**src/rtl/seg_scan_ctrl.sv**
```systemverilog
// seg_scan_ctrl -- time-multiplexed 7-segment scan controller.
//
// Drives NUM_DIGITS digit positions from one shared segment bus. Each
// digit slot is BLANK_CYCLES of all-off followed by DWELL_CYCLES of drive.
// A display word is loaded through a valid/ready handshake into a shadow
// buffer. That buffer is copied to the active register only at a frame
// wrap, or at once while scanning is disabled.
//
// Optional build macro: SEG_SCAN_LZ_SUPPRESS_EN enables leading-zero
// suppression. Digits above the most significant nonzero digit are blanked
// while their an bit still toggles. Digit 0 is always shown.
//
// Ports:
//   clk          in   system clock, rising edge
//   rst_n        in   asynchronous active-low reset
//   enable       in   scan enable; low blanks the display
//   load_valid   in   new display word offered
//   load_ready   out  shadow buffer free
//   load_digits  in   4-bit hex code per digit, digit 0 in bits [3:0]
//   load_dp      in   decimal point per digit
//   an           out  one-hot digit enable (all zero while blanking)
//   seg          out  segments {g,f,e,d,c,b,a}, active-high
//   dp           out  decimal point, active-high
//   frame_tick   out  one-cycle pulse in the first cycle of each new frame
module seg_scan_ctrl #(
  parameter int NUM_DIGITS   = 4,
  parameter int DWELL_CYCLES = 12000,
  parameter int BLANK_CYCLES = 600
) (
  input  logic                    clk,
  input  logic                    rst_n,
  input  logic                    enable,
  input  logic                    load_valid,
  output logic                    load_ready,
  input  logic [4*NUM_DIGITS-1:0] load_digits,
  input  logic [NUM_DIGITS-1:0]   load_dp,
  output logic [NUM_DIGITS-1:0]   an,
  output logic [6:0]              seg,
  output logic                    dp,
  output logic                    frame_tick
);

  localparam int CNT_MAX = (DWELL_CYCLES > BLANK_CYCLES) ? DWELL_CYCLES : BLANK_CYCLES;
  localparam int CNT_W   = $clog2(CNT_MAX + 1);
  localparam int IDX_W   = $clog2(NUM_DIGITS);

  typedef enum logic {
    ST_BLANK = 1'b0,
    ST_DRIVE = 1'b1
  } state_t;

  state_t                  r_state;
  state_t                  w_state_nxt;
  logic [IDX_W-1:0]        r_idx;
  logic [IDX_W-1:0]        w_idx_nxt;
  logic [CNT_W-1:0]        r_cnt;
  logic [CNT_W-1:0]        w_cnt_nxt;
  logic                    w_wrap;

  logic [4*NUM_DIGITS-1:0] r_active_digits;
  logic [NUM_DIGITS-1:0]   r_active_dp;
  logic [4*NUM_DIGITS-1:0] r_shadow_digits;
  logic [NUM_DIGITS-1:0]   r_shadow_dp;
  logic                    r_pending;
  logic                    w_accept;
  logic                    w_commit;

  logic [NUM_DIGITS-1:0]   r_an;
  logic [6:0]              r_seg;
  logic                    r_dp;
  logic                    r_frame_tick;
  logic [NUM_DIGITS-1:0]   w_an_nxt;
  logic [6:0]              w_seg_nxt;
  logic                    w_dp_nxt;
  logic [3:0]              w_digit_nxt;
  logic                    w_suppress;
  logic [IDX_W-1:0]        w_msnz;

  function automatic logic [6:0] f_decode(input logic [3:0] hex);
    logic [6:0] s;
    case (hex)
      4'h0: s = 7'b0111111;
      4'h1: s = 7'b0000110;
      4'h2: s = 7'b1011011;
      4'h3: s = 7'b1001111;
      4'h4: s = 7'b1100110;
      4'h5: s = 7'b1101101;
      4'h6: s = 7'b1111101;
      4'h7: s = 7'b0000111;
      4'h8: s = 7'b1111111;
      4'h9: s = 7'b1101111;
      4'hA: s = 7'b1110111;
      4'hB: s = 7'b1111100;
      4'hC: s = 7'b0111001;
      4'hD: s = 7'b1011110;
      4'hE: s = 7'b1111001;
      default: s = 7'b1110001;
    endcase
    return s;
  endfunction

  // Next-state logic; enable low forces the scan back to BLANK, idx 0.
  always_comb begin
    w_state_nxt = r_state;
    w_idx_nxt   = r_idx;
    w_cnt_nxt   = r_cnt + CNT_W'(1);
    w_wrap      = 1'b0;
    if (!enable) begin
      w_state_nxt = ST_BLANK;
      w_idx_nxt   = '0;
      w_cnt_nxt   = '0;
    end else begin
      case (r_state)
        ST_BLANK: begin
          if (r_cnt == CNT_W'(BLANK_CYCLES - 1)) begin
            w_state_nxt = ST_DRIVE;
            w_cnt_nxt   = '0;
          end
        end
        default: begin
          if (r_cnt == CNT_W'(DWELL_CYCLES - 1)) begin
            w_state_nxt = ST_BLANK;
            w_cnt_nxt   = '0;
            if (r_idx == IDX_W'(NUM_DIGITS - 1)) begin
              w_idx_nxt = '0;
              w_wrap    = 1'b1;
            end else begin
              w_idx_nxt = r_idx + IDX_W'(1);
            end
          end
        end
      endcase
    end
  end

  // Most significant nonzero digit of the active word (0 when all zero).
  always_comb begin
    w_msnz = '0;
    for (int unsigned i = 0; i < NUM_DIGITS; i++) begin
      if (r_active_digits[4*i +: 4] != 4'h0) w_msnz = IDX_W'(i);
    end
  end

  assign w_digit_nxt = r_active_digits[{w_idx_nxt, 2'b00} +: 4];

`ifdef SEG_SCAN_LZ_SUPPRESS_EN
  assign w_suppress = (w_idx_nxt > w_msnz);
`else
  assign w_suppress = 1'b0;
`endif

  // Outputs are registered from the next state, so they line up with the
  // state register without a pipeline stage. The active register never
  // changes on an edge that enters or stays in DRIVE, so reading it here
  // matches what the following cycle holds.
  always_comb begin
    w_an_nxt  = '0;
    w_seg_nxt = '0;
    w_dp_nxt  = 1'b0;
    if (w_state_nxt == ST_DRIVE) begin
      w_an_nxt[w_idx_nxt] = 1'b1;
      w_seg_nxt           = w_suppress ? 7'b0000000 : f_decode(w_digit_nxt);
      w_dp_nxt            = r_active_dp[w_idx_nxt];
    end
  end

  // The commit lands at the end of the frame_tick cycle. This keeps
  // load_ready low during that cycle, so a load offered there is taken one
  // cycle later. A load and a commit can never share an edge.
  assign w_accept = load_valid && !r_pending;
  assign w_commit = r_pending && (!enable || r_frame_tick);

  always_ff @(posedge clk or negedge rst_n) begin
    if (!rst_n) begin
      r_state      <= ST_BLANK;
      r_idx        <= '0;
      r_cnt        <= '0;
      r_an         <= '0;
      r_seg        <= '0;
      r_dp         <= 1'b0;
      r_frame_tick <= 1'b0;
    end else begin
      r_state      <= w_state_nxt;
      r_idx        <= w_idx_nxt;
      r_cnt        <= w_cnt_nxt;
      r_an         <= w_an_nxt;
      r_seg        <= w_seg_nxt;
      r_dp         <= w_dp_nxt;
      r_frame_tick <= w_wrap;
    end
  end

  always_ff @(posedge clk or negedge rst_n) begin
    if (!rst_n) begin
      r_active_digits <= '0;
      r_active_dp     <= '0;
      r_shadow_digits <= '0;
      r_shadow_dp     <= '0;
      r_pending       <= 1'b0;
    end else begin
      if (w_commit) begin
        r_active_digits <= r_shadow_digits;
        r_active_dp     <= r_shadow_dp;
        r_pending       <= 1'b0;
      end
      if (w_accept) begin
        r_shadow_digits <= load_digits;
        r_shadow_dp     <= load_dp;
        r_pending       <= 1'b1;
      end
    end
  end

  assign load_ready = !r_pending;
  assign an         = r_an;
  assign seg        = r_seg;
  assign dp         = r_dp;
  assign frame_tick = r_frame_tick;

endmodule

```
**config.mk**
```make
export PLATFORM = sky130hd
export DESIGN_NAME = seg_scan_ctrl
export DESIGN_NICKNAME = d
export VERILOG_FILES = /design/src/rtl/seg_scan_ctrl.sv
export SDC_FILE = /design/constraint.sdc
export NUM_CORES = 1
export LEC_CHECK = 0
export BUFFER_PORTS_ARGS = -buffer_cell sky130_fd_sc_hd__buf_2
export CAP_MARGIN = 20
export CELL_PAD_IN_SITES_DETAIL_PLACEMENT = 0
export CELL_PAD_IN_SITES_GLOBAL_PLACEMENT = 1
export CORE_MARGIN = 2
export CORE_UTILIZATION = 25
export CTS_CLUSTER_SIZE = 28
export DETAILED_ROUTE_END_ITERATION = 8
export PLACE_DENSITY_LB_ADDON = 0.1
export SYNTH_ARGS = -nofsm -noshare
export SYNTH_HDL_FRONTEND = slang
export SYNTH_SLANG_ARGS = --single-unit
```
**constraint.sdc**
```tcl
create_clock -name clk -period 4 [get_ports clk]
set_clock_uncertainty 0.2 [all_clocks]
set_input_delay 1 -clock clk [delete_from_list [all_inputs] [get_ports clk]]
set_output_delay 1 -clock clk [all_outputs]
set_load 0.1 [all_outputs]
```
======== After elaboration in Yosys (flattened, before gate mapping) ========
Memory sizes are Yosys's and may differ from the RTL's.
Cells that the tools add are included.
operators by class
  add/sub/neg operators ................... 2
  order comparisons ....................... 2
  equal/unequal tests ..................... 3
  shift operators ......................... 1
  mux-type cells .......................... 25
  reduce and logical (&&, ||, !) cells .... 7
operator list
  kind                   count
  $mux 14                4
  $shiftx 16x5->4        1
  $add 14x1->14 const B  1
  $eq 14x10->1 const B   1
  $eq 14x14->1 const B   1
  $mux 1                 13
  $mux 2                 4
  $mux 7                 1
  $mux 4                 1
  $logic_and 1x1->1      3
  $lt 2x3->1 const B     1
  $add 2x1->2 const B    1
  $bmux 1 s2             1
  $demux 1 s2            1
  $eq 2x2->1 const B     1
  $ge 2x1->1 const B     1
  $logic_not 1->1        2
  $reduce_bool 2->1      1
  $logic_or 1x1->1       1
storage, ports and cells
  bits in registers ....................... 71
  bits in read-only memories .............. 112
  input port bits ......................... 24
  output and inout bits ................... 14
  logic and storage cells ................. 53
  memories ................................ 1
memories
  memory           depth  bits a word  rd ports  clocked after memory_dff  write ports  line  text
  (no name shown)  16     7            1         0                         0            81    case (hex)

======== Logic depth before layout (Yosys ltp) ========
Gate-level depths: netlist (run 1).
  depth in word-level cells ............... 10
  gate-level depth with buffers ........... 13
  mapped depth without buffers ............ 12

======== Least setup slack after synthesis (run 1) ========
No wires, ideal clock.
  kind .................................... flip-flop to flip-flop
  start point ............................. register r_cnt[0]
  end point ............................... register r_seg[0], in the netlist seg[0]
  setup time .............................. 124 ps
  data arrival time ....................... 2743 ps
  path slack .............................. 933 ps
  cell stages (with the launch flop) ...... 13
  buffers on the path ..................... 1
  period minus slack after synthesis ...... 3067 ps
  cells stage by stage .................... dfrtp_1 -> ha_1 -> nand4b_4 -> or4_1 -> buf_2 -> o311a_4 -> o21ai_1 -> nor3_2 -> inv_1 -> ha_1 -> inv_1 -> o21a_1 -> o31a_1
on the way
  longest elaborated chain between the ends .. 7
  elaborated cells between the ends (all ways) .. 12
  those cells by class .................... 2 x eq/ne; 1 x shift; 8 x mux; 1 x memory
ends and longest elaborated chain
  what                    line  text
  from (decl)             56    logic [CNT_W-1:0] r_cnt;
  from (signal assigned)  185   r_cnt <= w_cnt_nxt;
  $eq 14x14->1            121   if (r_cnt == CNT_W'(DWELL_CYCLES - 1)) begin
  $mux 2                  121
  $mux 2                  113   case (r_state)
  $mux 2                  108   if (!enable) begin
  $shiftx 16x5->4         144   assign w_digit_nxt = r_active_digits[{w_idx_nxt, 2'b00} +: 4];
  $mem_v2 16x7            --
  $mux 7 (*)              160   if (w_state_nxt == ST_DRIVE) begin
  named net w_seg_nxt[0]  73    logic [6:0] w_seg_nxt;
  to (signal assigned)    187   r_seg <= w_seg_nxt;
  to (decl)               69    logic [6:0] r_seg;
The timed path passes the listed nets; every way through them passes the cells marked *.
A chain may end at the register's enable or synchronous reset.

======== Final worst setup path (run 1) ========
Same ends and word-level chain as after synthesis.

==> impl_metrics.yaml, run 1 <==
critical_path:
  worstPathCellList: "ha_1 -> nand4b_4 -> or4_1 -> mux2i_2 -> and2_1 -> a221o_1 -> and2b_1 -> o21a_1 -> o31a_1"
  cp_data_required_time_ns: 4.01
  r2r_start: "r_cnt[0]$_DFF_PN0_"
  cp-startpoint: "r_cnt[0]$_DFF_PN0_"
  crit_fanout: 12
  cp-end-kind: "register"
  criticalPathCategory: "reg -> reg"
  arrival_ns: 3.58
  slowest_stage: "or4_1"
  cpPeakStageDelay_ns: 0.71
  critPathLaunchType: "register"
place:
  preCtsSetupSlack_ns: 0.449
  placed_cells: 475
  portBuffers: 37
  hpwl_mm: 4.84
  place.gp.congestion: 0.736
  place_area_sq_um: 3710
grt:
  grt_util_all_layers_pct: 11.0
  grt_max_degree: 72
  grt_pass1_wl_mm: 12.0
  grt_pass1_vias: 2201
  antenna_found_initial: 0
  grt_overflow_total: 0
synth:
  yosys.area.top_type: "dfrtp_1"
  synth_cells: 270
  synth_cell_types: 57
  synth-seq-cells: 71
  synth_seq_area_share_pct: 53.3
  async_flop_share_pct: 100
  syn_nets: 302
  yosysWarnings: 0
  synth_edf_count: 0
  syn_avg_cell_area_sq_um: 12.3
  synth.top_cell.area_share_pct: 53.3
  synthFlopType: "dfrtp_1"
  synthTopCellsByArea: "dfrtp_1, mux2_2, nor2_1, ha_1, mux2i_1"
  syn_area_sq_um: 3330
timing:
  period_needed_ns: 3.57
  drv_slew: 0
  fin_setup_tns_ns: 0
  worst_slack_ns: 0.433
  relSlewSlack_pct: 36.8
  max_freq_mhz: 280
  setup_violations: 0
  hold_violations: 0
  whs_ns: 0.298
  tightest_slew_ns: 0.948
  rsz0062_at_grt: "no"
  post-route-period-util_pct: 89.2
clock_tree:
  root_buffer: "clkbuf_16"
  postCtsHoldBufs: 0
  clock_latency_ns: 0.33
  cts.clk_slew.worst_paths_ns: 0.06
  cts.repair.resized: 0
  numCtsBuffers: 9
  ctsHtreeMaxLevel: 3
  cts_setup_buffers: 0
  clock_path_buffers: 2
  cts_tree: "built"
  clock-sinks: 71
power_and_ir_drop:
  p_per_area_nw_per_um2: 542
  vdd_drop_max_v: 0.000249
  power.leakage_uw: 0.00182
drt:
  vias: 2109
  dr.pass1.iters: 4
  drc_errors: 0
  viasPerCell: 4.30
  ant_nets: 0
  routed_wirelength_mm: 7.01
  wl_per_cell_um: 14.3
  drtIter0Drc: 92
floorplan:
  row_count: 42
  die_x_um: 119
  start_util_pct: 25.4
  die_h_um: 119
  pin_count: 38
  dieArea_sq_um: 14300
  core_area_sq_um: 13100
layout:
  nFillCells: 1376
  stdcell_count: 491
  antenna_cells: 0
  syn2layout_area_growth_pct: 20.1
  final_layout_size_suffix_gt1_share_pct: 34.9
  final_nets: 342
  fin_area_sq_um: 4000
hold_path:
  hp-class: "reg -> reg"
  hold_start: "r_active_digits[5]$_DFFE_PN0P_"
run:
  maxCapViolations: 0
run_status:
  outcome: "complete, no violations"
-- worst paths after layout --
kind                                                       end  slack (ns)  cells after the start
worst max-delay path                          seg[0]$_DFF_PN0_        0.43                      9
worst min-delay path            r_active_digits[5]$_DFFE_PN0P_        0.30                      1
worst max register to register                seg[0]$_DFF_PN0_        0.43                      9
worst min register to register  r_active_digits[5]$_DFFE_PN0P_        0.30                      1
max in group asynchronous                 frame_tick$_DFF_PN0_        2.36                      1
min in group asynchronous                   r_cnt[5]$_DFF_PN0_        0.57                      1
-- power breakdown --
group / total, uW / internal, uW / switching (uW)
registers: 952 / 862 / 89.7
clock network: 784 / 483 / 302
logic: 432 / 219 / 212
-- worst max-delay path: cells and delay by family, from the launching register on --
kind,cells,cell delay (ns)
compound gates,3,0.80
fa+ha+maj,1,0.32
flops,1,0.39
mux,1,0.41
simple gates,4,1.31
-- cells by family (layout without fill, tap and decap cells) --
| kind of cell | after synthesis | count (layout) | share of synthesized area (%) |
|---|---|---|---|
| AOI/OAI and AO/OA | 26 | 26 | 7.02 |
| xor gates and xnor gates | 12 | 12 | 3.15 |
| adders and majority gates | 8 | 8 | 3.00 |
| buffers and inverters | 19 | 64 | 2.55 |
| DFF | 71 | 71 | 53.3 |
| muxes | 51 | 51 | 17.0 |
| and+or+nand+nor | 83 | 83 | 14.0 |
-- metrics by stage --
| stage | power, uW | utilization (%) |
|---|---|---|
| after floorplan | 1280 | - |
| after global placement | 1410 | 28.2 |
| after detailed placement | 1410 | 28.2 |
| after CTS | 2220 | 30.5 |
| after global routing | 2310 | 30.5 |
| final | 2170 | 30.5 |
-- metal layers --
| metal | global-route usage, % | vias up | routed length (um) |
|---|---|---|---|
| li1 | - | 1033 | - |
| met1 | 15.1 | 1029 | 3490 |
| met2 | 15.5 | 35 | 3040 |
| met3 | 3.74 | 12 | 318 |
| met4 | 5.07 | 0 | 153 |
| met5 | 0 | - | 0 |
-- cells in the final DEF, fill, tap and decap left out, types with 8 or more instances in the layout --
master     count
buf_2         36
clkbuf_16      9
dfrtp_1       71
ha_1           8
inv_1          9
mux2_2        42
mux2i_1        8
nand2_1       15
nand3_1       11
nor2_1        29
xor2_1         9
-- layout make-up --
type,count,area (sq um),share of cell area [%]
timing repair buffer,39,203,5.06
sequential,71,1780,44.4
inverter,9,33.8,0.844
clock buffer,11,233,5.81
clock inverter,5,58.8,1.47
tap,176,220,5.50
multi-input combinational,180,1480,36.9
-- cell usage after synthesis (2+ instances only) --
master    count
a21oi_1       3
a221oi_1      2
and3_1        3
clkbuf_1      5
dfrtp_1      71
ha_1          8
inv_1         9
mux2_2       42
mux2i_1       8
nand2_1      15
nand2b_1      2
nand3_1      11
nand3b_1      3
nand4_1       2
nor2_1       29
nor3_1        3
o21a_1        2
o21ai_1       3
xnor2_1       3
xor2_1        9
-- sequential cells by signal (all words and copies together) (netlist names) --
name,count
r_active_digits,16
r_active_dp,4
r_pending,1
r_shadow_dp,4
r_state,1
r_cnt,14
r_idx,2
an,4
seg,7
frame_tick,1
r_shadow_digits,16
dp,1
No activity file was read; power rests on OpenSTA's default activity.
==> inputs of run 2 (changes only) <==
--- a/config.mk
+++ b/config.mk
@@ -10,7 +10,7 @@
 export CELL_PAD_IN_SITES_DETAIL_PLACEMENT = 0
 export CELL_PAD_IN_SITES_GLOBAL_PLACEMENT = 1
 export CORE_MARGIN = 2
-export CORE_UTILIZATION = 25
+export CORE_UTILIZATION = 40
 export CTS_CLUSTER_SIZE = 28
 export DETAILED_ROUTE_END_ITERATION = 8
 export PLACE_DENSITY_LB_ADDON = 0.1
==> run 2 against run 1 <==
Compared with the run above: hold slack lost 0.0090 ns; power shrank 10%; worst setup slack gained 0.082 ns; critical path type unchanged; die area shrank 36%; cell area shrank 4.3%; utilization grew 17 points; via count grew 2.4%; final cell count shrank 14%; critical endpoint unchanged; highest routed layer unchanged; maximum frequency grew 2.3%; combinational power is essentially flat; clock power shrank 28%; non-clock buffer count grew 1.
==> impl_metrics.yaml, run 2 (synthesis gave the netlist of run 1 again) <==
critical_path:
  r2r_start: "r_cnt[0]$_DFF_PN0_"
  crit_path_end: "seg[0]$_DFF_PN0_"
  worstReg2RegEnd: "seg[0]$_DFF_PN0_"
  cp-startpoint: "r_cnt[0]$_DFF_PN0_"
  critPathLaunchType: "register"
  r2r_cells: 9
  crit_fanout: 12
  r2r_slack_ns: 0.52
  cp-end-kind: "register"
  cp_data_required_time_ns: 4.03
  criticalPathCategory: "reg -> reg"
  arrival_ns: 3.52
clock_tree:
  cts_setup_buffers: 0
  postCtsHoldBufs: 0
  clock_latency_ns: 0.35
  clock-sinks: 71
  cts_tree: "built"
  root_buffer: "clkbuf_8"
  ctsHtreeMaxLevel: 3
  cts.clk_slew.worst_paths_ns: 0.08
  cts.repair.resized: 0
  numCtsBuffers: 9
  clock_path_buffers: 2
floorplan:
  core_area_sq_um: 8130
  pin_count: 38
  start_util_pct: 41.0
  die_x_um: 95.3
  die_h_um: 95.3
  row_count: 33
  dieArea_sq_um: 9080
grt:
  antenna_found_initial: 0
  grt_util_all_layers_pct: 15.3
  grt_pass1_vias: 2146
  grt_max_degree: 45
  grt_pass1_wl_mm: 10.5
  grt_overflow_total: 0
layout:
  nFillCells: 774
  syn2layout_area_growth_pct: 15.0
  layout_common_cells: "dfrtp_1, mux2_2, buf_2"
  final_common_cell: "dfrtp_1"
  largestRegisters: "r_active_digits: 16 flops, r_shadow_digits: 16 flops, r_cnt: 14 flops"
  final_layout_size_suffix_gt1_share_pct: 35.1
  final_nets: 343
  antenna_cells: 0
place:
  preCtsSetupSlack_ns: 0.523
  portBuffers: 37
  place.gp.congestion: 0.726
  hpwl_mm: 4.57
power_and_ir_drop:
  power.leakage_uw: 0.00179
  vdd_drop_max_v: 0.000253
  total_power_uw: 1950
  p_per_area_nw_per_um2: 509
timing:
  rsz0062_at_grt: "no"
  setup_violations: 0
  max_freq_mhz: 287
  post-route-period-util_pct: 87.1
  worst_slack_ns: 0.515
  period_needed_ns: 3.48
  drv_slew: 0
  fin_setup_tns_ns: 0
  tightest_slew_ns: 0.671
  hold_violations: 0
  relSlewSlack_pct: 55.2
hold_path:
  hold_start: "r_cnt[0]$_DFF_PN0_"
  hp-class: "reg -> reg"
drt:
  wl_per_cell_um: 14.9
  dr.pass1.iters: 4
  vias: 2160
  drc_errors: 0
  routed_wirelength_mm: 6.28
  ant_nets: 0
  viasPerCell: 5.13
  drtIter0Drc: 67
run_status:
  outcome: "complete, no violations"
run:
  maxCapViolations: 0
run 2: stage by stage:
stage	utilization, %	instances	hold WS, ns	area [sq um]
floorplan	-	270	0.255	3330
global placement	44.7	405	0.267	3640
detailed placement	44.7	405	0.279	3640
CTS	47.1	421	0.290	3830
global route	47.1	421	0.330	3830
finish	47.1	421	0.289	3830
run 2: final cells by class:
cell class | count | area [sq um] | area share [%]
Sequential cell | 71 | 1780 | 46.4
Multi-Input combinational cell | 180 | 1480 | 38.5
Timing Repair Buffer | 40 | 220 | 5.75
Tap cell | 105 | 131 | 3.43
Clock buffer | 10 | 128 | 3.33
Clock inverter | 6 | 67.6 | 1.76
Inverter | 9 | 33.8 | 0.881
run 2: power breakdown:
| part | leakage (uW) | switching, uW | internal [uW] |
|---|---|---|---|
| Combinational | 0.000798 | 210 | 220 |
| Sequential | 0.000896 | 92.6 | 861 |
| Clock | 0.0000933 | 276 | 291 |
| Total | 0.00179 | 579 | 1370 |
run 2: worst min path at each step:
stage	endpoint	slack (ns)	depth (start not counted)
after floorplan	r_cnt[0]$_DFF_PN0_	0.25	1
after global placement	r_cnt[0]$_DFF_PN0_	0.27	1
after detailed placement	r_cnt[0]$_DFF_PN0_	0.28	1
after CTS	r_cnt[0]$_DFF_PN0_	0.29	1
after global routing	r_active_digits[4]$_DFFE_PN0P_	0.33	1
final	r_cnt[0]$_DFF_PN0_	0.29	1
run 2: per-layer routing:
layer  share of wire [%]  global-route usage [%]  up-vias  routed length [um]
met3                 3.5                    3.48       11                 222
li1                    -                       -     1032                   -
met4                 1.8                    6.88        0                 116
met2                  48                    24.6       35                2990
met5                   0                       0        -                   0
met1                  47                    19.8     1082                2940
run 2: critical path, cell delays in order (launching register included):
cell	delay (ns)
dfrtp_1	0.39
ha_1	0.30
nand4b_4	0.16
or4_1	0.70
mux2i_2	0.39
and2_1	0.18
a221o_1	0.41
and2b_1	0.25
o21a_1	0.16
o31a_1	0.23
